File: config.mk
export PLATFORM = sky130hd
export DESIGN_NAME = seg_adder
export DESIGN_NICKNAME = d
export VERILOG_FILES = /design/src/rtl/seg_adder_pkg.sv /design/src/rtl/seg_add_unit.sv /design/src/rtl/seg_adder.sv
export SDC_FILE = /design/constraint.sdc
export NUM_CORES = 1
export LEC_CHECK = 0
export CORE_MARGIN = 2
export CORE_UTILIZATION = 30
export CTS_CLUSTER_SIZE = 25
export DETAILED_ROUTE_END_ITERATION = 8
export GPL_TIMING_DRIVEN = 0
export PLACE_DENSITY_LB_ADDON = 0.3
export RECOVER_POWER = 25
export SLEW_MARGIN = 0
export SYNTH_ARGS = -nofsm -noshare
export SYNTH_HDL_FRONTEND = slang
export SYNTH_HIERARCHICAL = 1
export SYNTH_SLANG_ARGS = --single-unit
File: constraint.sdc
create_clock -name clk -period 5.18 [get_ports clk]
set_input_delay 0.777 -clock clk [delete_from_list [all_inputs] [get_ports clk]]
set_output_delay 0.777 -clock clk [all_outputs]
set_load 0.005 [all_outputs]
File: src/rtl/seg_adder_pkg.sv
// seg_adder_pkg: shared FSM encoding and segment-count helpers for seg_adder.
package seg_adder_pkg;

   typedef enum logic [1:0] {
      IDLE = 2'd0,
      RUN  = 2'd1,
      DONE = 2'd2
   } state_t;

   // Number of SEG_W-bit slices in a WIDTH-bit operand.
   function automatic int seg_count(input int width, input int seg_w);
      return width / seg_w;
   endfunction

   // Width of the slice index; at least one bit so the register always exists.
   function automatic int seg_idx_w(input int width, input int seg_w);
      int n;
      n = width / seg_w;
      return (n > 1) ? $clog2(n) : 1;
   endfunction

endpackage

File: src/rtl/seg_add_unit.sv
// seg_add_unit: combinational W-bit ripple-carry adder slice.
module seg_add_unit #(
   parameter int W = 4
) (
   input  logic [W-1:0] x,
   input  logic [W-1:0] y,
   input  logic         ci,
   output logic [W-1:0] s,
   output logic         co
);

   // Ripple the carry bit by bit from the LSB.
   always_comb begin
      logic c;
      s = '0;
      c = ci;
      for (int i = 0; i < W; i++) begin
         s[i] = x[i] ^ y[i] ^ c;
         c    = (x[i] & y[i]) | (c & (x[i] ^ y[i]));
      end
      co = c;
   end

endmodule

File: src/rtl/seg_adder.sv
// seg_adder: multi-cycle adder processing one SEG_W-bit slice per clock,
// LSB slice first. Optional subtract mode under macro SEG_ADDER_SUB_EN
// adds a 'sub' port; subtraction is done as a + ~b + 1 by inverting b and
// forcing the carry-in at capture time, so the datapath is unchanged.
module seg_adder
   import seg_adder_pkg::*;
#(
   parameter int WIDTH = 16,
   parameter int SEG_W = 4
) (
   input  logic             clk,
   input  logic             rst_n,
   input  logic             start,
   input  logic [WIDTH-1:0] a,
   input  logic [WIDTH-1:0] b,
   input  logic             cin,
`ifdef SEG_ADDER_SUB_EN
   input  logic             sub,
`endif
   output logic             busy,
   output logic             done,
   output logic [WIDTH-1:0] sum,
   output logic             cout,
   output logic             ovf
);

   localparam int NSEG  = seg_count(WIDTH, SEG_W);
   localparam int IDX_W = seg_idx_w(WIDTH, SEG_W);

   state_t             state, state_nxt;
   logic [IDX_W-1:0]   idx;
   logic [WIDTH-1:0]   a_q, b_q, acc, acc_nxt;
   logic               c_q;
   logic [SEG_W-1:0]   x_sl, y_sl, s_sl;
   logic               co_sl;
   logic               op_sub;
   logic               accept;
   logic               last;

`ifdef SEG_ADDER_SUB_EN
   assign op_sub = sub;
`else
   assign op_sub = 1'b0;
`endif

   assign accept = start && (state == IDLE || state == DONE);
   assign last   = (idx == IDX_W'(NSEG - 1));
   assign busy   = (state == RUN);
   assign done   = (state == DONE);

   assign x_sl = a_q[int'(idx)*SEG_W +: SEG_W];
   assign y_sl = b_q[int'(idx)*SEG_W +: SEG_W];

   seg_add_unit #(.W(SEG_W)) u_unit (
      .x  (x_sl),
      .y  (y_sl),
      .ci (c_q),
      .s  (s_sl),
      .co (co_sl)
   );

   // Accumulated result with the current slice merged in.
   always_comb begin
      acc_nxt = acc;
      acc_nxt[int'(idx)*SEG_W +: SEG_W] = s_sl;
   end

   // Next-state logic: start is only honoured in IDLE and DONE.
   always_comb begin
      state_nxt = state;
      case (state)
         IDLE:    if (start) state_nxt = RUN;
         RUN:     if (last)  state_nxt = DONE;
         DONE:    state_nxt = start ? RUN : IDLE;
         default: state_nxt = IDLE;
      endcase
   end

   // State register.
   always_ff @(posedge clk or negedge rst_n) begin
      if (!rst_n) state <= IDLE;
      else        state <= state_nxt;
   end

   // Operand capture, per-slice accumulation and result publication on the
   // edge that enters DONE.
   always_ff @(posedge clk or negedge rst_n) begin
      if (!rst_n) begin
         a_q  <= '0;
         b_q  <= '0;
         c_q  <= 1'b0;
         idx  <= '0;
         acc  <= '0;
         sum  <= '0;
         cout <= 1'b0;
         ovf  <= 1'b0;
      end else if (accept) begin
         a_q <= a;
         b_q <= op_sub ? ~b : b;
         c_q <= op_sub ? 1'b1 : cin;
         idx <= '0;
         acc <= '0;
      end else if (state == RUN) begin
         acc <= acc_nxt;
         c_q <= co_sl;
         idx <= last ? '0 : idx + IDX_W'(1);
         if (last) begin
            sum  <= acc_nxt;
            cout <= co_sl;
            ovf  <= (a_q[WIDTH-1] == b_q[WIDTH-1]) &&
                    (acc_nxt[WIDTH-1] != a_q[WIDTH-1]);
         end
      end
   end

endmodule
==> load_flow_metrics.sql <==
INSERT INTO impl_metrics (metric_group, metric, value, unit) VALUES
('clocking', 'htreeDepth', '3', ''),
('worst_setup_path', 'worst_path_dominant_cell_family', 'adder cells', ''),
('routing', 'first_pass_iters', '4', ''),
('clocking', 'cts.repair.resized', '0', ''),
('status', 'status', 'finished, violations left', ''),
('sta', 'worst-slew-pin-transition', '3.78', 'ns'),
('global_routing', 'grt_first_pass_wirelength', '12600', 'um'),
('worst_setup_path', 'worstSetupPathType', 'register to register', ''),
('floorplanning', 'die_height', '109', 'um'),
('synth', 'synthesized_flop_and_latch_total', '71', ''),
('worst_setup_path', 'critical_path.n_buffers_inverters', '5', ''),
('routing', 'via_count', '2500', ''),
('pwr', 'power_density', '666', 'mW/mm^2'),
('status', 'violations', 'max-capacitance violations, max-slew violations', ''),
('clocking', 'holdBufCountCts', '0', ''),
('sta', 'rsz0062_at_grt', 'no', ''),
('synth', 'yosys.area_share.simple', '19.7', '%'),
('global_routing', 'grt_start_max_net_pins', '72', ''),
('pwr', 'vdd_drop_max', '0.420', 'mV'),
('pwr', 'power.share.switching', '40.1', '%'),
('routing', 'post_drt_via_cell_ratio', '4.62', ''),
('layout', 'layout.cell_area.non_filler', '0.00431', 'mm^2'),
('routing', 'ant_nets', '0', ''),
('sta', 'final.setup_skew', '0.0113', 'ns'),
('sta', 'setup_viol', '0', ''),
('synth', 'yosys.area_share.adder', '4.68', '%'),
('worst_setup_path', 'endpoint_kind_of_the_worst_setup_timing_path', 'register', ''),
('synth', 'synth-main-ff-cell', 'sky130_fd_sc_hd__dfrtp_1', ''),
('layout', 'nNetsFinal', '442', ''),
('clocking', 'postCtsSetupRepairBufs', '0', ''),
('clocking', 'cts_buffers', '9', ''),
('synth', 'ys.warnings.count', '6', ''),
('pwr', 'clock_power_share', '20.5', '%'),
('global_routing', 'first_global_vias', '2555', ''),
('layout', 'syn2layout_area_growth', '29.8', '%'),
('global_routing', 'grtUsageTotal', '13.9', '%'),
('synth', 'synth.distinct_cells', '30', ''),
('floorplanning', 'fp.coreArea', '0.0108', 'mm^2'),
('floorplanning', 'num_io_pins', '56', ''),
('synth', 'register_area_share_after_synthesis', '53.6', '%'),
('synth', 'synth-xor-area-share', '0', '%'),
('worst_setup_path', 'timing.critical_path.slowest_stage_cell', 'sky130_fd_sc_hd__mux4_2', ''),
('worst_setup_path', 'setup.worst_path.start_class', 'register', ''),
('layout', 'num-fill-cells', '1117', ''),
('worst_setup_path', 'worst-path-max-fanout', '10', ''),
('place', 'place_congestion', '0.773', ''),
('place', 'hpwl', '5270', 'um'),
('place', 'total_placed_instance_area', '0.00404', 'mm^2'),
('layout', 'antenna_cells_inserted', '0', ''),
('worst_setup_path', 'timing.critical_path.arrival', '4.28', 'ns'),
('global_routing', 'antenna_found_initial', '0', ''),
('synth', 'post-synth-top-area-cell', 'sky130_fd_sc_hd__dfrtp_1', ''),
('synth', 'synth-compound-area-share', '11.8', '%'),
('routing', 'detail_route.wirelength', '7360', 'um'),
('synth', 'synth_top_cells_by_area', 'sky130_fd_sc_hd__dfrtp_1, sky130_fd_sc_hd__nand2_1, sky130_fd_sc_hd__mux4_2', ''),
('synth', 'asyncSetResetFlopFracSynth', '100', '%'),
('clocking', 'cts_buffer_depth', '2', ''),
('clocking', 'tritoncts_clock_tree', 'done', ''),
('flow_run', 'cap_viol_max_count', '1', ''),
('pwr', 'cellInternalPower', '1.72', 'mW'),
('layout', 'share_of_final_layout_standard_cells_stronger_than_drive_strength_1', '11.5', '%'),
('sta', 'drv_slew', '72', ''),
('synth', 'synth_edf_count', '0', ''),
('worst_setup_path', 'worst_path_largest_cell_delay', '0.59', 'ns'),
('floorplanning', 'fp.dieArea', '0.0119', 'mm^2'),
('worst_hold_path', 'worstHoldPathType', 'register to register', ''),
('clocking', 'worst_skew_pair.late_latency', '0.35', 'ns'),
('pwr', 'combPwrFrac', '48.2', '%'),
('synth', 'synth_cells', '330', ''),
('synth', 'largest_family_of_logic_cells_by_synthesized_area', 'simple AND/OR/NAND/NOR gates', ''),
('floorplanning', 'floorplan.initialDensity', '30.7', '%');
==> layout by cell type, fill, tap and decap left out, types with 6 or more instances in the layout <==
cell	instances
sky130_fd_sc_hd__a21oi_1	15
sky130_fd_sc_hd__a32o_1	15
sky130_fd_sc_hd__buf_2	11
sky130_fd_sc_hd__clkbuf_1	12
sky130_fd_sc_hd__clkbuf_8	10
sky130_fd_sc_hd__clkdlybuf4s50_1	54
sky130_fd_sc_hd__dfrtp_1	71
sky130_fd_sc_hd__ha_1	6
sky130_fd_sc_hd__inv_1	14
sky130_fd_sc_hd__mux4_2	8
sky130_fd_sc_hd__nand2_1	117
sky130_fd_sc_hd__nor2b_1	13
sky130_fd_sc_hd__o21ai_0	9
sky130_fd_sc_hd__o21ai_1	14
==> routing by layer <==
layer,GRT usage (%),share of wire [%],wire [um]
met2,22.1,47,3450
met4,4.76,1.2,87
met1,18.2,46,3410
met5,0,0,0
met3,3.65,5.6,412
==> synth_stat cells (all sizes together) (2+ instances only) <==
cell type and count:
a21oi 15, buf 11, nand2b 2, ha 6
inv 15, dfrtp 71, or3 2, and3 3
mux4 8, and2b 5, a32o 15, nand2 118
clkbuf 10, o21ai 23, fa 4, nor2b 13
==> flip-flops by register name (all words and copies together) (netlist names) <==
register,cells
ovf,1
state,2
idx,2
cout,1
c_q,1
a_q,16
sum,16
acc,16
b_q,16
==> tightest hold or removal path: stages, from the launching register on <==
cell                      delay, ns
sky130_fd_sc_hd__dfrtp_1       0.34
sky130_fd_sc_hd__nand2_1       0.05
sky130_fd_sc_hd__nand2_1       0.05
==> logic make-up (layout without fill, tap and decap cells) <==
logic type      Yosys count  in the layout
flops                    71             71
simple gates            146            146
fa+ha+maj                10             10
buf+inv                  36            107
compound gates           58             58
mux                       9              9
==> layout make-up <==
class                           instances  area, um^2  share of cell area [%]
Clock buffer                           11         141                    3.28
Timing Repair Buffer                   55         544                    12.6
Sequential cell                        71        1780                    41.3
Inverter                               15        56.3                    1.31
Clock inverter                          5         129                    2.99
Buffer                                 21        92.6                    2.15
Tap cell                              140         175                    4.07
Multi-Input combinational cell        223        1390                    32.3
==> power by group through the flow <==
stage / sequential, mW / combinational, mW / clock [mW]
final: 0.900 / 1.38 / 0.587
after global routing: 0.934 / 1.58 / 0.627
after CTS: 0.906 / 1.41 / 0.608
after global placement: 0.905 / 1.38 / 0
after detailed placement: 0.917 / 1.40 / 0
after floorplan: 0.885 / 0.904 / 0
==> final timing paths <==
check | from | end | slack [ns] | cells past startpoint
worst max register to register | idx[0] | ovf | 1.17 | 13
max in group asynchronous | rst_n | acc[8] | 1.34 | 1
worst max-delay path | idx[0] | ovf | 1.17 | 13
min in group asynchronous | rst_n | sum[2] | 1.74 | 1
worst min register to register | a_q[3] | a_q[3] | 0.47 | 2
worst min-delay path | a_q[3] | a_q[3] | 0.47 | 2
==> metrics by stage <==
step	total power, mW	util (%)	cells	worst slack [ns]	hold slack (ns)
6_report	2.87	39.9	541	1.17	0.475
5_1_grt	3.14	39.9	541	0.475	0.495
4_1_cts	2.92	39.9	541	1.12	0.480
3_5_place_dp	2.32	37.4	525	1.14	0.460
3_3_place_gp	2.29	37.4	525	0.936	0.454
2_1_floorplan	1.79	-	330	1.62	0.440
No activity file was read; power rests on OpenSTA's default activity.
